===== src/rtl/led_code_encoder.sv =====
// One-hot button/LED-select encoder: synchronises and debounces three raw inputs,
// then delivers one 2-bit code per press over a valid/ready handshake.
module led_code_encoder #(
    parameter int DEB_CYCLES = 4,
    parameter int CNT_W      = 8
) (
    input  logic             clk,
    input  logic             rst,
    input  logic [2:0]       btn,
    output logic [1:0]       code,
    output logic             code_err,
    output logic             code_valid,
    input  logic             code_ready,
    output logic             busy,
    output logic [CNT_W-1:0] event_cnt
);

    localparam int DEB_W = (DEB_CYCLES > 2) ? $clog2(DEB_CYCLES) : 1;
    localparam logic [DEB_W-1:0] DEB_LAST = DEB_W'(DEB_CYCLES - 1);

    typedef enum logic [1:0] {
        IDLE = 2'd0,
        OUT  = 2'd1,
        HOLD = 2'd2
    } state_t;

    logic [2:0]       s1_reg;
    logic [2:0]       s2_reg;
    logic [DEB_W-1:0] stable_cnt_reg;
    logic [2:0]       deb_vec_reg;

    state_t           state_reg;
    logic [1:0]       code_reg;
    logic             code_err_reg;
    logic             code_valid_reg;
    logic             busy_reg;
    logic [CNT_W-1:0] event_cnt_reg;

    logic [1:0]       enc_code;
    logic             enc_err;

    // Two-flop synchroniser on all three inputs.
    always_ff @(posedge clk) begin
        if (rst) begin
            s1_reg <= '0;
            s2_reg <= '0;
        end else begin
            s1_reg <= btn;
            s2_reg <= s1_reg;
        end
    end

    // s1 is the value s2 takes at this edge, so s1 != s2 means s2 is about to change.
    always_ff @(posedge clk) begin
        if (rst) begin
            stable_cnt_reg <= '0;
            deb_vec_reg    <= '0;
        end else if (s1_reg != s2_reg) begin
            stable_cnt_reg <= '0;
        end else if (stable_cnt_reg != DEB_LAST) begin
            stable_cnt_reg <= stable_cnt_reg + 1'b1;
        end else begin
            deb_vec_reg <= s2_reg;
        end
    end

    always_comb begin
        enc_code = 2'b00;
        enc_err  = 1'b0;
        case (deb_vec_reg)
            3'b001:  enc_code = 2'b01;
            3'b010:  enc_code = 2'b10;
            3'b100:  enc_code = 2'b11;
            3'b000:  enc_err  = 1'b0;
            default: enc_err  = 1'b1;
        endcase
    end

    // A press is presented in OUT until taken, then HOLD waits for a debounced release.
    always_ff @(posedge clk) begin
        if (rst) begin
            state_reg      <= IDLE;
            code_reg       <= 2'b00;
            code_err_reg   <= 1'b0;
            code_valid_reg <= 1'b0;
            busy_reg       <= 1'b0;
            event_cnt_reg  <= '0;
        end else begin
            case (state_reg)
                IDLE: begin
                    if (deb_vec_reg != 3'b000) begin
                        code_reg       <= enc_code;
                        code_err_reg   <= enc_err;
                        code_valid_reg <= 1'b1;
                        busy_reg       <= 1'b1;
                        state_reg      <= OUT;
                    end
                end
                OUT: begin
                    if (code_ready) begin
                        code_valid_reg <= 1'b0;
                        event_cnt_reg  <= event_cnt_reg + 1'b1;
                        state_reg      <= HOLD;
                    end
                end
                HOLD: begin
                    if (deb_vec_reg == 3'b000) begin
                        busy_reg  <= 1'b0;
                        state_reg <= IDLE;
                    end
                end
                default: begin
                    code_valid_reg <= 1'b0;
                    busy_reg       <= 1'b0;
                    state_reg      <= IDLE;
                end
            endcase
        end
    end

    assign code       = code_reg;
    assign code_err   = code_err_reg;
    assign code_valid = code_valid_reg;
    assign busy       = busy_reg;
    assign event_cnt  = event_cnt_reg;

endmodule


===== config.mk =====
export PLATFORM = sky130hd
export DESIGN_NAME = led_code_encoder
export DESIGN_NICKNAME = d
export VERILOG_FILES = /design/src/rtl/led_code_encoder.sv
export SDC_FILE = /design/constraint.sdc
export NUM_CORES = 1
export LEC_CHECK = 0
export BUFFER_PORTS_ARGS = -buffer_cell sky130_fd_sc_hd__buf_2
export CORE_ASPECT_RATIO = 1.75
export CORE_MARGIN = 2
export CORE_UTILIZATION = 45
export CTS_BUF_LIST = sky130_fd_sc_hd__clkbuf_16
export CTS_CLUSTER_SIZE = 14
export DETAILED_ROUTE_END_ITERATION = 10
export PLACE_DENSITY = 0.66
export SYNTH_ARGS = -nofsm -noshare
export SYNTH_HDL_FRONTEND = slang
export SYNTH_SLANG_ARGS = --single-unit

===== constraint.sdc =====
create_clock -name clk -period 2 [get_ports clk]
set_clock_uncertainty 0.05 [all_clocks]
set_input_delay 0.2 -clock clk [delete_from_list [all_inputs] [get_ports clk]]
set_output_delay 0.2 -clock clk [all_outputs]
set_load 0.05 [all_outputs]

==> impl_metrics.yaml <==
setup_path:
  worst_path_largest_cell_delay_ns: 0.53
  end_kind: "flip-flop"
  cp_data_required_time_ns: 2.14
  crit_family: "simple AND/OR/NAND/NOR gates"
  path_buf_inv: 0
  crit_chain: "nand3b_4 > or4_1 > a21oi_1"
  worstPathMaxFanout: 13
  start_kind: "flip-flop"
  worstReg2RegStart: "state_reg[0]"
  worst-setup-path-type: "flip-flop to flip-flop"
  slowest_stage: "or4_1"
  crit_start: "state_reg[0]"
  crit_arrival_ns: 1.62
routing:
  routedWlPerCell_microns: 12.59
  wl_mm: 1.964
  vias_per_cell: 5.571
  final_antenna_net_count: 0
  vias: 869
  drt_iter0_markers: 21
  firstDrtPassIters: 4
  drcViolationCount: 0
clock_network:
  hold_buffers: 0
  root_buffer: "clkbuf_16"
  cts_buffers: 3
  clk_latency_ns: 0.26
  clk_pin_slew_ns: 0.06
  cts.sinks: 26
  post_cts_buffers: 0
  clockBufferDepth: 2
  htreeDepth: 1
  cts_tree: "yes"
  cts.repair.resized: 0
synthesis:
  ys_top_cells_by_area: "dfxtp_1, a21oi_1, mux2i_1, nand2_1, nor2b_1"
  syn_avg_cell_area_sq_um: 9.498
  netlist_area_sq_mm: 0.001092
  yosysSeqAreaShare_pct: 47.65
  synth_cells: 115
  ys.warnings.count: 0
  synth.top_cell.area_share_pct: 47.65
  synth_seq_cells: 26
  synth_fp_nets: 123
  synth_top_cell_by_area: "dfxtp_1"
  synth_cell_types: 33
power:
  vdd_drop_max_mv: 0.5122
  cellPowerDensity_mw_per_mm2: 884.3
  p_leak_nw: 0.5264
finish:
  fin_util_pct: 55.65
  antenna_cells: 0
  mostFrequentLayoutCells: "dfxtp_1, buf_2, nand2_1, a21oi_1, nor2_1"
  drive_gt1_share_pct: 19.85
  largest_reg_flops: 8
  syn2layout_area_growth_pct: 17.30
  fin_nets: 140
  final_common_cell: "dfxtp_1"
grt:
  grt_max_degree: 23
  grt_pass1_vias: 769
  grt_overflow_total: 0
  grtUsageTotal_pct: 16.12
  antenna_found_initial: 0
  grt_pass1_wl_mm: 3.284
sta:
  fin_tns_setup_ns: 0
  drv_slew: 0
  rsz0062_at_grt: "false"
  post-route-period-util_pct: 74.27
  relSlewSlack_pct: 72.38
  finalHoldViolCount: 0
  fmax_mhz: 673.2
  hold_ws_ns: 0.09851
  period_needed_ns: 1.485
  setup_viol: 0
  tightest_slew_ns: 0.4038
floorplan:
  start_util_pct: 47.45
  dieHeight_microns: 69.18
  ios: 19
  dieArea_sq_mm: 0.002853
  die_w_microns: 41.25
  row_count: 23
  core_area_sq_mm: 0.002302
hold_path:
  hp-class: "primary input to flip-flop"
  min_from: "btn[2]"
place:
  hpwlAfterDp_mm: 1.447
  io_buffers: 18
  globalplace.congestion: 0.6842
run_status:
  status: "finished clean"
flow_run:
  cap_violations: 0
==> cell usage after synthesis <==
library cell,n
clkbuf_1,3
clkbuf_2,1
nor2_1,8
xor2_1,4
dfxtp_1,26
nor2b_1,6
and4_1,1
o221a_2,1
nor4_1,2
nor3_1,2
or4_1,3
or3_1,3
a31o_2,1
a2111oi_0,1
mux2i_1,5
inv_1,1
nand2_1,10
o31ai_1,3
nand3_1,2
nand3b_1,1
clkbuf_8,1
o21ai_0,7
maj3_1,1
xnor2_1,3
a22oi_1,1
nand4_1,1
ha_1,2
a21oi_1,10
nand4b_1,1
or2_2,1
clkinv_1,1
nand3b_4,1
buf_4,1
==> layout make-up <==
class                   count  area [sq um]
fillers                   217          1021
inverters                   2         7.507
repair buffers             18         90.09
clock buffers               3         75.07
multi-input cells          81         526.8
clock inverters             1         30.03
flip-flops and latches     26         520.5
well taps                  25         31.28
==> kinds of logic after synthesis <==
family / after synthesis / share of synthesized area, %
AND/OR/NAND/NOR: 42 / 21.65
flip-flops: 26 / 47.65
AO/OA/AOI/OAI: 24 / 13.17
buffers and inverters: 8 / 4.123
XOR/XNOR: 7 / 5.613
multiplexers: 5 / 4.582
adder cells (fa/ha/maj): 3 / 3.207
==> per-stage QoR <==
step / power [mW] / setup WS (ns) / instance area, sq um / instances
2_1_floorplan: 0.5672 / 0.3139 / 1092 / 115
3_3_place_gp: 0.5778 / 0.5995 / 1176 / 152
3_5_place_dp: 0.5794 / 0.5357 / 1176 / 152
4_1_cts: 1.147 / 0.5087 / 1281 / 156
5_1_grt: 1.173 / 0.4024 / 1281 / 156
6_report: 1.133 / 0.5146 / 1281 / 156
==> power by group <==
part           internal (mW)  total, mW  leakage [nW]  switching, mW
logic                 0.0150     0.0348         0.264         0.0198
registers              0.526      0.532         0.211        0.00608
clock network          0.398      0.566        0.0511          0.168
total                  0.939       1.13         0.526          0.194
==> worst register-to-register path: cells and delay by family, from the launching register on <==
| family | cells | cell delay [ns] |
|---|---|---|
| AND/OR/NAND/NOR | 2 | 0.74 |
| flip-flops | 1 | 0.49 |
| AO/OA/AOI/OAI | 1 | 0.15 |
==> layer usage <==
metal	global-route usage, %	routed length (microns)	up-vias
li1	-	-	439
met1	18.07	828	416
met2	27.43	1059	12
met3	2.885	56	2
met4	6.452	19	0
met5	0	0	-
==> final timing paths <==
check                      end  slack (ns)  cells past startpoint
setup / recovery  event_cnt[5]        0.51                      3
setup reg to reg  event_cnt[5]        0.51                      3
hold / removal       s1_reg[2]         0.1                      2
hold reg to reg        code[1]        0.41                      2
Note: power is estimated with default switching activity, not from simulation.
